[src/rtl/alu_rr_sequencer.sv]
// alu_rr_sequencer: two requesters share one W-bit, 8-function ALU.
// Round-robin arbitration in IDLE, W-cycle restoring divider for div/mod,
// and a result register held in DONE until the consumer takes it.
//
// Handshake rule (all three ports): a transfer happens in a cycle where
// valid && ready are both high at the rising clock edge. Ready never depends
// on anything but state, the request valids and the round-robin pointer.
// A requester may drop valid before it sees ready.
module alu_rr_sequencer #(
  parameter int W = 4
) (
  input  logic         clk,
  input  logic         rst,
  input  logic         req0_valid,
  output logic         req0_ready,
  input  logic [W-1:0] req0_a,
  input  logic [W-1:0] req0_b,
  input  logic [2:0]   req0_sel,
  input  logic         req1_valid,
  output logic         req1_ready,
  input  logic [W-1:0] req1_a,
  input  logic [W-1:0] req1_b,
  input  logic [2:0]   req1_sel,
  output logic         res_valid,
  input  logic         res_ready,
  output logic [W:0]   res_data,
  output logic         res_id,
  output logic         res_err,
  output logic [1:0]   dbg_state,
  output logic         dbg_rr_ptr
);

  localparam int CW = $clog2(W + 1);

  typedef enum logic [1:0] {
    S_IDLE = 2'd0,
    S_DIV  = 2'd1,
    S_DONE = 2'd2
  } state_t;

  state_t         state_q, state_d;
  logic           rr_ptr_q, rr_ptr_d;
  logic           id_q, id_d;
  logic [W-1:0]   b_q, b_d;
  logic           is_mod_q, is_mod_d;
  logic [W-1:0]   rem_q, rem_d;
  logic [W-1:0]   quo_q, quo_d;
  logic [CW-1:0]  cnt_q, cnt_d;
  logic [W:0]     res_data_q, res_data_d;
  logic           res_err_q, res_err_d;

  logic           grant_id;
  logic           idle;
  logic           hs;
  logic [W-1:0]   in_a, in_b;
  logic [2:0]     in_sel;
  logic           in_is_div;
  logic [W:0]     alu_out;
  logic [W:0]     trial;
  logic           ge;
  logic [W-1:0]   rem_sub, rem_nxt, quo_nxt;

  // Arbitration: a lone valid wins; with both valid the pointer decides.
  always_comb begin
    grant_id   = req0_valid ? (req1_valid ? rr_ptr_q : 1'b0) : 1'b1;
    idle       = (state_q == S_IDLE) && !rst;
    req0_ready = idle && req0_valid && !grant_id;
    req1_ready = idle && req1_valid && grant_id;
    hs         = req0_ready || req1_ready;
    in_a       = grant_id ? req1_a   : req0_a;
    in_b       = grant_id ? req1_b   : req0_b;
    in_sel     = grant_id ? req1_sel : req0_sel;
    in_is_div  = (in_sel == 3'b011) || (in_sel == 3'b100);
  end

  // Single-cycle functions on the granted operands; div/mod only reaches here
  // when b is zero, in which case the result is all ones.
  always_comb begin
    alu_out = '0;
    case (in_sel)
      3'b000:  alu_out = {1'b0, in_a};
      3'b001:  alu_out = {1'b0, in_a} + {1'b0, in_b};
      3'b010:  alu_out = {1'b0, in_a} - {1'b0, in_b};
      3'b101:  alu_out = {in_a, 1'b0};
      3'b110:  alu_out = {1'b0, in_a} >> 1;
      3'b111:  alu_out = {{W{1'b0}}, (in_a > in_b)};
      default: alu_out = '1;
    endcase
  end

  // One restoring step: shift the next dividend bit into the partial remainder,
  // subtract the divisor when it fits and record the quotient bit.
  always_comb begin
    trial   = {rem_q, quo_q[W-1]};
    ge      = trial >= {1'b0, b_q};
    rem_sub = trial[W-1:0] - b_q;
    rem_nxt = ge ? rem_sub : trial[W-1:0];
    quo_nxt = {quo_q[W-2:0], ge};
  end

  // Next-state and datapath updates for IDLE / DIV / DONE.
  always_comb begin
    state_d    = state_q;
    rr_ptr_d   = rr_ptr_q;
    id_d       = id_q;
    b_d        = b_q;
    is_mod_d   = is_mod_q;
    rem_d      = rem_q;
    quo_d      = quo_q;
    cnt_d      = cnt_q;
    res_data_d = res_data_q;
    res_err_d  = res_err_q;
    case (state_q)
      S_IDLE: begin
        if (hs) begin
          id_d     = grant_id;
          b_d      = in_b;
          is_mod_d = (in_sel == 3'b100);
          if (in_is_div && (in_b != '0)) begin
            state_d = S_DIV;
            quo_d   = in_a;
            rem_d   = '0;
            cnt_d   = '0;
          end else begin
            state_d    = S_DONE;
            res_data_d = alu_out;
            res_err_d  = in_is_div;
          end
        end
      end
      S_DIV: begin
        rem_d = rem_nxt;
        quo_d = quo_nxt;
        cnt_d = cnt_q + 1'b1;
        if (cnt_q == CW'(W - 1)) begin
          state_d    = S_DONE;
          res_data_d = is_mod_q ? {1'b0, rem_nxt} : {1'b0, quo_nxt};
          res_err_d  = 1'b0;
        end
      end
      S_DONE: begin
        if (res_ready) begin
          state_d  = S_IDLE;
          rr_ptr_d = ~id_q;
        end
      end
      default: state_d = S_IDLE;
    endcase
  end

  // State register; reset abandons any operation in flight.
  always_ff @(posedge clk) begin
    if (rst) begin
      state_q    <= S_IDLE;
      rr_ptr_q   <= 1'b0;
      id_q       <= 1'b0;
      b_q        <= '0;
      is_mod_q   <= 1'b0;
      rem_q      <= '0;
      quo_q      <= '0;
      cnt_q      <= '0;
      res_data_q <= '0;
      res_err_q  <= 1'b0;
    end else begin
      state_q    <= state_d;
      rr_ptr_q   <= rr_ptr_d;
      id_q       <= id_d;
      b_q        <= b_d;
      is_mod_q   <= is_mod_d;
      rem_q      <= rem_d;
      quo_q      <= quo_d;
      cnt_q      <= cnt_d;
      res_data_q <= res_data_d;
      res_err_q  <= res_err_d;
    end
  end

  assign res_valid  = (state_q == S_DONE);
  assign res_data   = res_data_q;
  assign res_id     = id_q;
  assign res_err    = res_err_q;
  assign dbg_state  = state_q;
  assign dbg_rr_ptr = rr_ptr_q;

endmodule
[config.mk]
export PLATFORM = sky130hd
export DESIGN_NAME = alu_rr_sequencer
export DESIGN_NICKNAME = d
export VERILOG_FILES = /design/src/rtl/alu_rr_sequencer.sv
export SDC_FILE = /design/constraint.sdc
export NUM_CORES = 1
export LEC_CHECK = 0
export ABC_CLOCK_PERIOD_IN_PS = 3100
export CORE_MARGIN = 3
export CORE_UTILIZATION = 48
export DETAILED_ROUTE_END_ITERATION = 16
export PLACE_DENSITY = 0.77
export SLEW_MARGIN = 15
export SYNTH_ARGS = -nofsm -noshare
export SYNTH_HDL_FRONTEND = slang
export SYNTH_SLANG_ARGS = --single-unit
[constraint.sdc]
create_clock -name clk -period 3.1 [get_ports clk]
set_input_delay 0.62 -clock clk [delete_from_list [all_inputs] [get_ports clk]]
set_output_delay 0.62 -clock clk [all_outputs]
set_load 0.01 [all_outputs]
==> impl_metrics.csv, run 1 <==
group,metric,value,unit
sta,finalHoldViolations,0,
sta,finalSetupViolations,0,
worst_setup_path,crit_fanout,8,
die,fp.dieW,74.44,um
cells_and_area,filler_cell_count,371,
hold_path,whs_endpoint,"res_id$_SDFFE_PP0P_",
die,initial_core_util,0.5059,
synthesis,yosysSeqAreaShare,0.2315,
grt,grt_overflow,0,
drt,drc,0,
drt,vias,2417,
sta,slew_viol_final,0,
clock_network,clkLatencyLatePin,0.27,ns
synthesis,synth_cell_types,61,
drt,drt_first_pass_iters,5,
drt,via_per_inst,5.953,
power,ir_worst_vdd,0.0001898,V
die,ioPinCount,40,
power,power.density,383.1,nW/um^2
worst_setup_path,reg2reg_slack,0.57,ns
worst_setup_path,slowest_stage,"clkdlybuf4s50_1",
run_status,status,"complete, no violations",
hold_path,hold_path_startpoint,"res_id$_SDFFE_PP0P_",
place,place_ws,-0.4210,ns
worst_setup_path,worst_setup_path_start_kind,"input port",
worst_setup_path,crit_family,"buffers and inverters",
sta,setup_ws,0.04236,ns
grt,antenna_found_initial,0,
grt,grt_pass1_wl,10670,um
cells_and_area,nNetsFinal,399,
synthesis,synth_seq_cells,26,
sta,hold_ws,0.4870,ns
worst_setup_path,required,3.24,ns
clock_network,htreeDepth,1,
worst_setup_path,timing.rr.start,"dbg_rr_ptr$_SDFFE_PP0P_",
worst_setup_path,r2r-end,"res_data[0]$_SDFFE_PP0P_",
place,gp_congestion,0.9483,
cells_and_area,area_growth,36.23,%
sta,fin_crit,3.058,ns
clock_network,clkTransAtPathRegs,0.09,ns
sta,fin_crit_sh,0.9863,
worst_setup_path,worstRegToRegCells,8,
drt,routed_wl,6842,um
drt,wire_per_inst,16.85,um
synthesis,ys_async_sr_fraction,0,
drt,first_iter_violations,242,
sta,tightest_slew,0.6375,ns
clock_network,cts.path.max_buffers,2,
worst_setup_path,endpoint_kind,"flip-flop",
worst_setup_path,path_common_cell,"buf_4",
clock_network,numCtsBuffers,3,
drt,drtAntennaViolNets,0,
clock_network,cts_tree,"yes",
synthesis,synth_flop_cell,"dfxtp_1",
grt,grt_max_degree,24,
grt,grt_pass1_vias,2272,
synthesis,yosysWarningCount,0,
hold_path,hp-class,"reg2reg",
sta,relSlewSlack,0.5741,
cells_and_area,layout_commonest_cell,"clkdlybuf4s50_1",
clock_network,holdBufCountCts,0,
worst_setup_path,cp.arrival,3.20,ns
synthesis,syn_area_per_cell,7.753,um^2
flow_run,maxCapViolations,0,
die,core_area,4444,um^2
synthesis,synth_edf_count,0,
place,dp_hpwl,5545,um
place,io_buffers,39,
sta,fmax,0.3271,GHz
hold_path,worstHoldPathCells,2,
grt,track_usage,0.2475,
worst_setup_path,cpPeakStageDelay,0.48,ns
synthesis,synth_area,2248,um^2
power,leakagePower,0.001259,uW
cells_and_area,utilization,0.6892,
synthesis,synthCells,290,
synthesis,syn_nets,334,
cells_and_area,n_antenna_cell,0,
die,die-area,5541,um^2
clock_network,root_buffer,"clkbuf_8",
sta,clock_skew,0.003340,ns
cells_and_area,drive_gt1_frac,0.1977,
clock_network,clkSinkCount,26,
die,rows,24,
cells_and_area,layout_common_cells,"38 x clkdlybuf4s50_1, 36 x buf_4, 30 x nor2_1",
worst_setup_path,crit_type,"in2reg",
worst_setup_path,cp_num_buf_inv,5,
worst_setup_path,crit_path_cell_trace,"clkdlybuf4s50_1, buf_4, a21bo_4, buf_4, a21oi_2, inv_2, buf_4, ha_1, nor2_1, o21ai_1, and3_1, nor3_2, o311a_1, o221ai_1",
die,dieHeight,74.44,um
-- cell families (layout without fill, tap and decap cells) --
logic type | count (synthesis) | in the layout | share of synthesized area
AO/OA/AOI/OAI | 79 | 79 | 0.2454
multiplexers | 19 | 19 | 0.08681
XOR/XNOR | 4 | 4 | 0.01558
flip-flops | 26 | 26 | 0.2315
adder cells (fa/ha/maj) | 17 | 17 | 0.1046
AND/OR/NAND/NOR | 111 | 111 | 0.2488
buffers and inverters | 34 | 98 | 0.06733
-- worst max-delay path by stage --
stage                                     endpoint       start  cells after the start  slack (ns)
after floorplan           res_data[3]$_SDFFE_PP0P_  req0_valid                     12        0.06
after global placement    res_data[0]$_SDFFE_PP0P_  req0_valid                     12       -0.38
after detailed placement  res_data[0]$_SDFFE_PP0P_  req0_valid                     12       -0.42
after CTS                 res_data[0]$_SDFFE_PP0P_  req0_valid                     11        0.02
after global routing      res_data[0]$_SDFFE_PP0P_  req0_valid                     14       -0.02
final                     res_data[0]$_SDFFE_PP0P_  req0_valid                     14        0.04
-- sequential cells by signal (all words and copies together) (netlist names) --
name	cells
dbg_state	2
dbg_rr_ptr	1
b_q	4
res_err	1
cnt_q	3
res_data	5
rem_q	4
quo_q	4
is_mod_q	1
res_id	1
-- report_power, final --
part           internal, uW  total (uW)  switching (uW)  leakage, uW
combinational           248         510             262      0.00101
sequential              359         381            21.7     0.000212
clock                   173         282             109    0.0000357
-- tightest hold or removal path, delay by kind of cell, from the launching register on --
family / cells / cell delay [ns]
DFF: 1 / 0.33
buffers and inverters: 1 / 0.06
AOI/OAI and AO/OA: 1 / 0.05
-- synth_stat cells, types with 2 or more instances --
cell / instances / area [um^2]
a21o_1: 2 / 15.01
inv_1: 19 / 71.32
a21boi_1: 2 / 15.01
nor3_1: 11 / 55.05
or4_4: 2 / 22.52
nor2b_1: 8 / 50.05
nor2_1: 31 / 116.4
a22o_1: 3 / 26.28
mux2i_1: 15 / 150.1
and3_1: 3 / 18.77
nor4_1: 2 / 12.51
nand2b_1: 6 / 37.54
a41oi_1: 2 / 17.52
nand3b_1: 5 / 37.54
nand3_1: 8 / 40.04
xor2_1: 2 / 17.52
a21oi_1: 21 / 105.1
o21ai_0: 13 / 65.06
buf_2: 5 / 25.02
o2bb2ai_1: 2 / 17.52
ha_1: 14 / 175.2
dfxtp_1: 26 / 520.5
o211ai_1: 2 / 15.01
o21a_1: 2 / 15.01
a211oi_1: 10 / 75.07
mux2_2: 4 / 45.04
nand2_1: 25 / 93.84
a31oi_1: 5 / 31.28
fa_1: 3 / 60.06
clkbuf_1: 5 / 18.77
xnor2_1: 2 / 17.52
-- layer usage --
layer  global-route usage  routed length [um]  vias to the layer above
met2               0.4049                3309                       93
met4              0.08498                 174                        0
met5                    0                   0                        -
met1               0.3371                3017                     1137
met3              0.02838                 341                       14
li1                     -                   -                     1173
-- final cells by class --
type | instances | area, um^2 | share of cell area
tap | 52 | 65.06 | 0.02124
timing repair buffer | 75 | 663.1 | 0.2165
multi-input combinational | 230 | 1672 | 0.5458
inverter | 19 | 71.32 | 0.02328
sequential | 26 | 520.5 | 0.1699
clock inverter | 1 | 30.03 | 0.009804
clock buffer | 3 | 41.29 | 0.01348
-- through the flow --
stage / cell area [um^2] / TNS [ns] / instances / power (uW)
floorplan: 2253 / 0 / 290 / 662.4
global placement: 2898 / -1.490 / 402 / 853.9
detailed placement: 2898 / -1.722 / 402 / 860.9
CTS: 3000 / 0 / 406 / 1145
global route: 3063 / -0.01938 / 406 / 1234
finish: 3063 / 0 / 406 / 1173
-- repair_timing --
item | 4_1_cts | 5_1_grt
endpoints found under the setup margin | 5 | 5
gates resized for setup | 6 | 16
hold endpoints to repair | 0 | 0
pin swaps | 1 | 3
buffers inserted | 0 | 0
No activity file was read; power rests on OpenSTA's default activity.
==> run 2: changes to the inputs <==
--- a/config.mk
+++ b/config.mk
@@ -10,6 +10,7 @@
 export CORE_UTILIZATION = 48
 export DETAILED_ROUTE_END_ITERATION = 16
 export PLACE_DENSITY = 0.77
+export RECOVER_POWER = 25
 export SLEW_MARGIN = 15
 export SYNTH_ARGS = -nofsm -noshare
 export SYNTH_HDL_FRONTEND = slang
==> run 2 against run 1 <==
First-iteration DRC count unchanged. Worst hold slack got worse by 0.0027 ns. Cell area unchanged. Maximum frequency increased by 0.40%. Clock-buffer cell count unchanged. Sequential power about the same. Critical path type unchanged. Largest cell class unchanged.
==> impl_metrics.csv, run 2 (synthesized netlist as in run 1, its figures left out) <==
group,metric,value,unit
drt,drc,0,
place,gp_congestion,0.9483,
grt,grt_overflow,0,
power,power,1168,uW
power,p_clk_frac,0.241,
grt,grt_pass1_wl,10670,um
sta,hold_ws,0.4843,ns
cells_and_area,largest_register_ffs,5,
power,seq_power_share,0.326,
clock_network,clkLatencyLatePin,0.27,ns
grt,grt_pass1_vias,2272,
drt,vias,2437,
drt,first_iter_violations,242,
cells_and_area,drive_gt1_frac,0.1977,
clock_network,clkTransAtPathRegs,0.09,ns
cells_and_area,area_growth,36.23,%
power,ir_worst_vdd,0.0001896,V
sta,tightest_slew,0.8224,ns
cells_and_area,layout_common_cells,"36 x buf_4, 31 x clkdlybuf4s50_1, 30 x nor2_1",
die,initial_core_util,0.5059,
place,dp_hpwl,5545,um
clock_network,htreeDepth,1,
die,rows,24,
worst_setup_path,cp.arrival,3.19,ns
sta,relSlewSlack,0.4460,
drt,routed_wl,6846,um
worst_setup_path,crit_type,"in2reg",
die,die-area,5541,um^2
clock_network,cts.path.max_buffers,2,
sta,clock_skew,0.003469,ns
die,core_area,4444,um^2
drt,drt_first_pass_iters,5,
place,place_ws,-0.4210,ns
hold_path,hold_path_startpoint,"res_id$_SDFFE_PP0P_",
worst_setup_path,worst_setup_path_start_kind,"input port",
drt,drtAntennaViolNets,0,
sta,fin_crit,3.045,ns
flow_run,maxCapViolations,0,
sta,slew_viol_final,0,
clock_network,numCtsBuffers,3,
clock_network,cts_tree,"yes",
clock_network,root_buffer,"clkbuf_8",
power,swShare,0.3363,
sta,setup_ws,0.05458,ns
cells_and_area,utilization,0.6892,
cells_and_area,layout_commonest_cell,"buf_4",
cells_and_area,regArea,520.5,um^2
cells_and_area,multi_input_comb_area,1672,um^2
place,io_buffers,39,
sta,finalSetupViolations,0,
cells_and_area,nNetsFinal,399,
die,ioPinCount,40,
power,p_int,775.5,uW
power,comb_power_share,0.433,
cells_and_area,filler_cell_count,371,
worst_setup_path,crit_start,"req0_valid",
sta,fmax,0.3284,GHz
clock_network,clkSinkCount,26,
grt,track_usage,0.2475,
place,place_area,2898,um^2
worst_setup_path,crit_fanout,8,
worst_setup_path,required,3.24,ns
sta,fin_crit_sh,0.9824,
grt,grt_max_degree,24,
die,fp.dieW,74.44,um
cells_and_area,n_antenna_cell,0,
sta,finalHoldViolations,0,
drt,via_per_inst,6.002,
power,leakagePower,0.001277,uW
die,dieHeight,74.44,um
power,power.density,381.5,nW/um^2
worst_setup_path,endpoint_kind,"flip-flop",
worst_setup_path,timing.rr.start,"dbg_rr_ptr$_SDFFE_PP0P_",
cells_and_area,final_area,3063,um^2
grt,antenna_found_initial,0,
hold_path,hp-class,"reg2reg",
run_status,status,"complete, no violations",
power,p_sw,392.9,uW
drt,wire_per_inst,16.86,um
==> run 2: cell types whose count changed in the layout (fill, tap and decap cells not counted), sizes merged <==
| cell | before | now |
|---|---|---|
| clkdlybuf4s50 | 38 | 31 |
| dlygate4sd3 | 0 | 7 |
==> run 2: per-stage QoR <==
step / std cells / setup TNS, ns
global placement: 402 / -1.490
CTS: 406 / 0
global route: 406 / -0.01694
detailed placement: 402 / -1.722
finish: 406 / 0
floorplan: 290 / 0
==> run 2: routing by layer <==
metal / part of all wire / global-route usage / vias up
li1: - / - / 1174
met1: 0.44 / 0.3371 / 1147
met2: 0.48 / 0.4049 / 102
met3: 0.050 / 0.02838 / 14
met4: 0.025 / 0.08498 / 0
met5: 0 / 0 / -
==> run 2: cell type report <==
| class | instances | area share |
|---|---|---|
| inverter | 19 | 0.02328 |
| multi-input combinational | 230 | 0.5458 |
| sequential | 26 | 0.1699 |
| tap | 52 | 0.02124 |
| clock inverter | 1 | 0.009804 |
| timing repair buffer | 75 | 0.2165 |
| clock buffer | 3 | 0.01348 |
==> run 2: final timing paths <==
kind,end,slack [ns],cells after the start
setup / recovery,res_data[0]$_SDFFE_PP0P_,0.05,14
hold reg to reg,res_id$_SDFFE_PP0P_,0.48,2
hold / removal,res_id$_SDFFE_PP0P_,0.48,2
setup reg to reg,res_data[0]$_SDFFE_PP0P_,0.57,8
==> run 2: power groups by stage <==
stage	Sequential [uW]	Clock (uW)	Combinational, uW
final	381	282	506
after global routing	383	296	551
after CTS	380	281	484
after detailed placement	387	0	474
after global placement	386	0	468
after floorplan	387	0	276
==> run 2: critical path, stage by stage <==
cell	delay (ns)
clkdlybuf4s50_1	0.48
buf_4	0.12
a21bo_4	0.26
buf_4	0.17
a21oi_2	0.18
inv_2	0.08
buf_4	0.13
ha_1	0.22
nor2_1	0.15
o21ai_1	0.12
and3_1	0.19
nor3_2	0.12
o311a_1	0.19
o221ai_1	0.13
==> run 2: timing repair <==
item,4_1_cts,5_1_grt
endpoints found under the setup margin,5,5
setup buffers,0,0
resized for setup,6,16
endpoints found under the hold margin,0,0
hold buffers,0,0
pin swaps,1,3
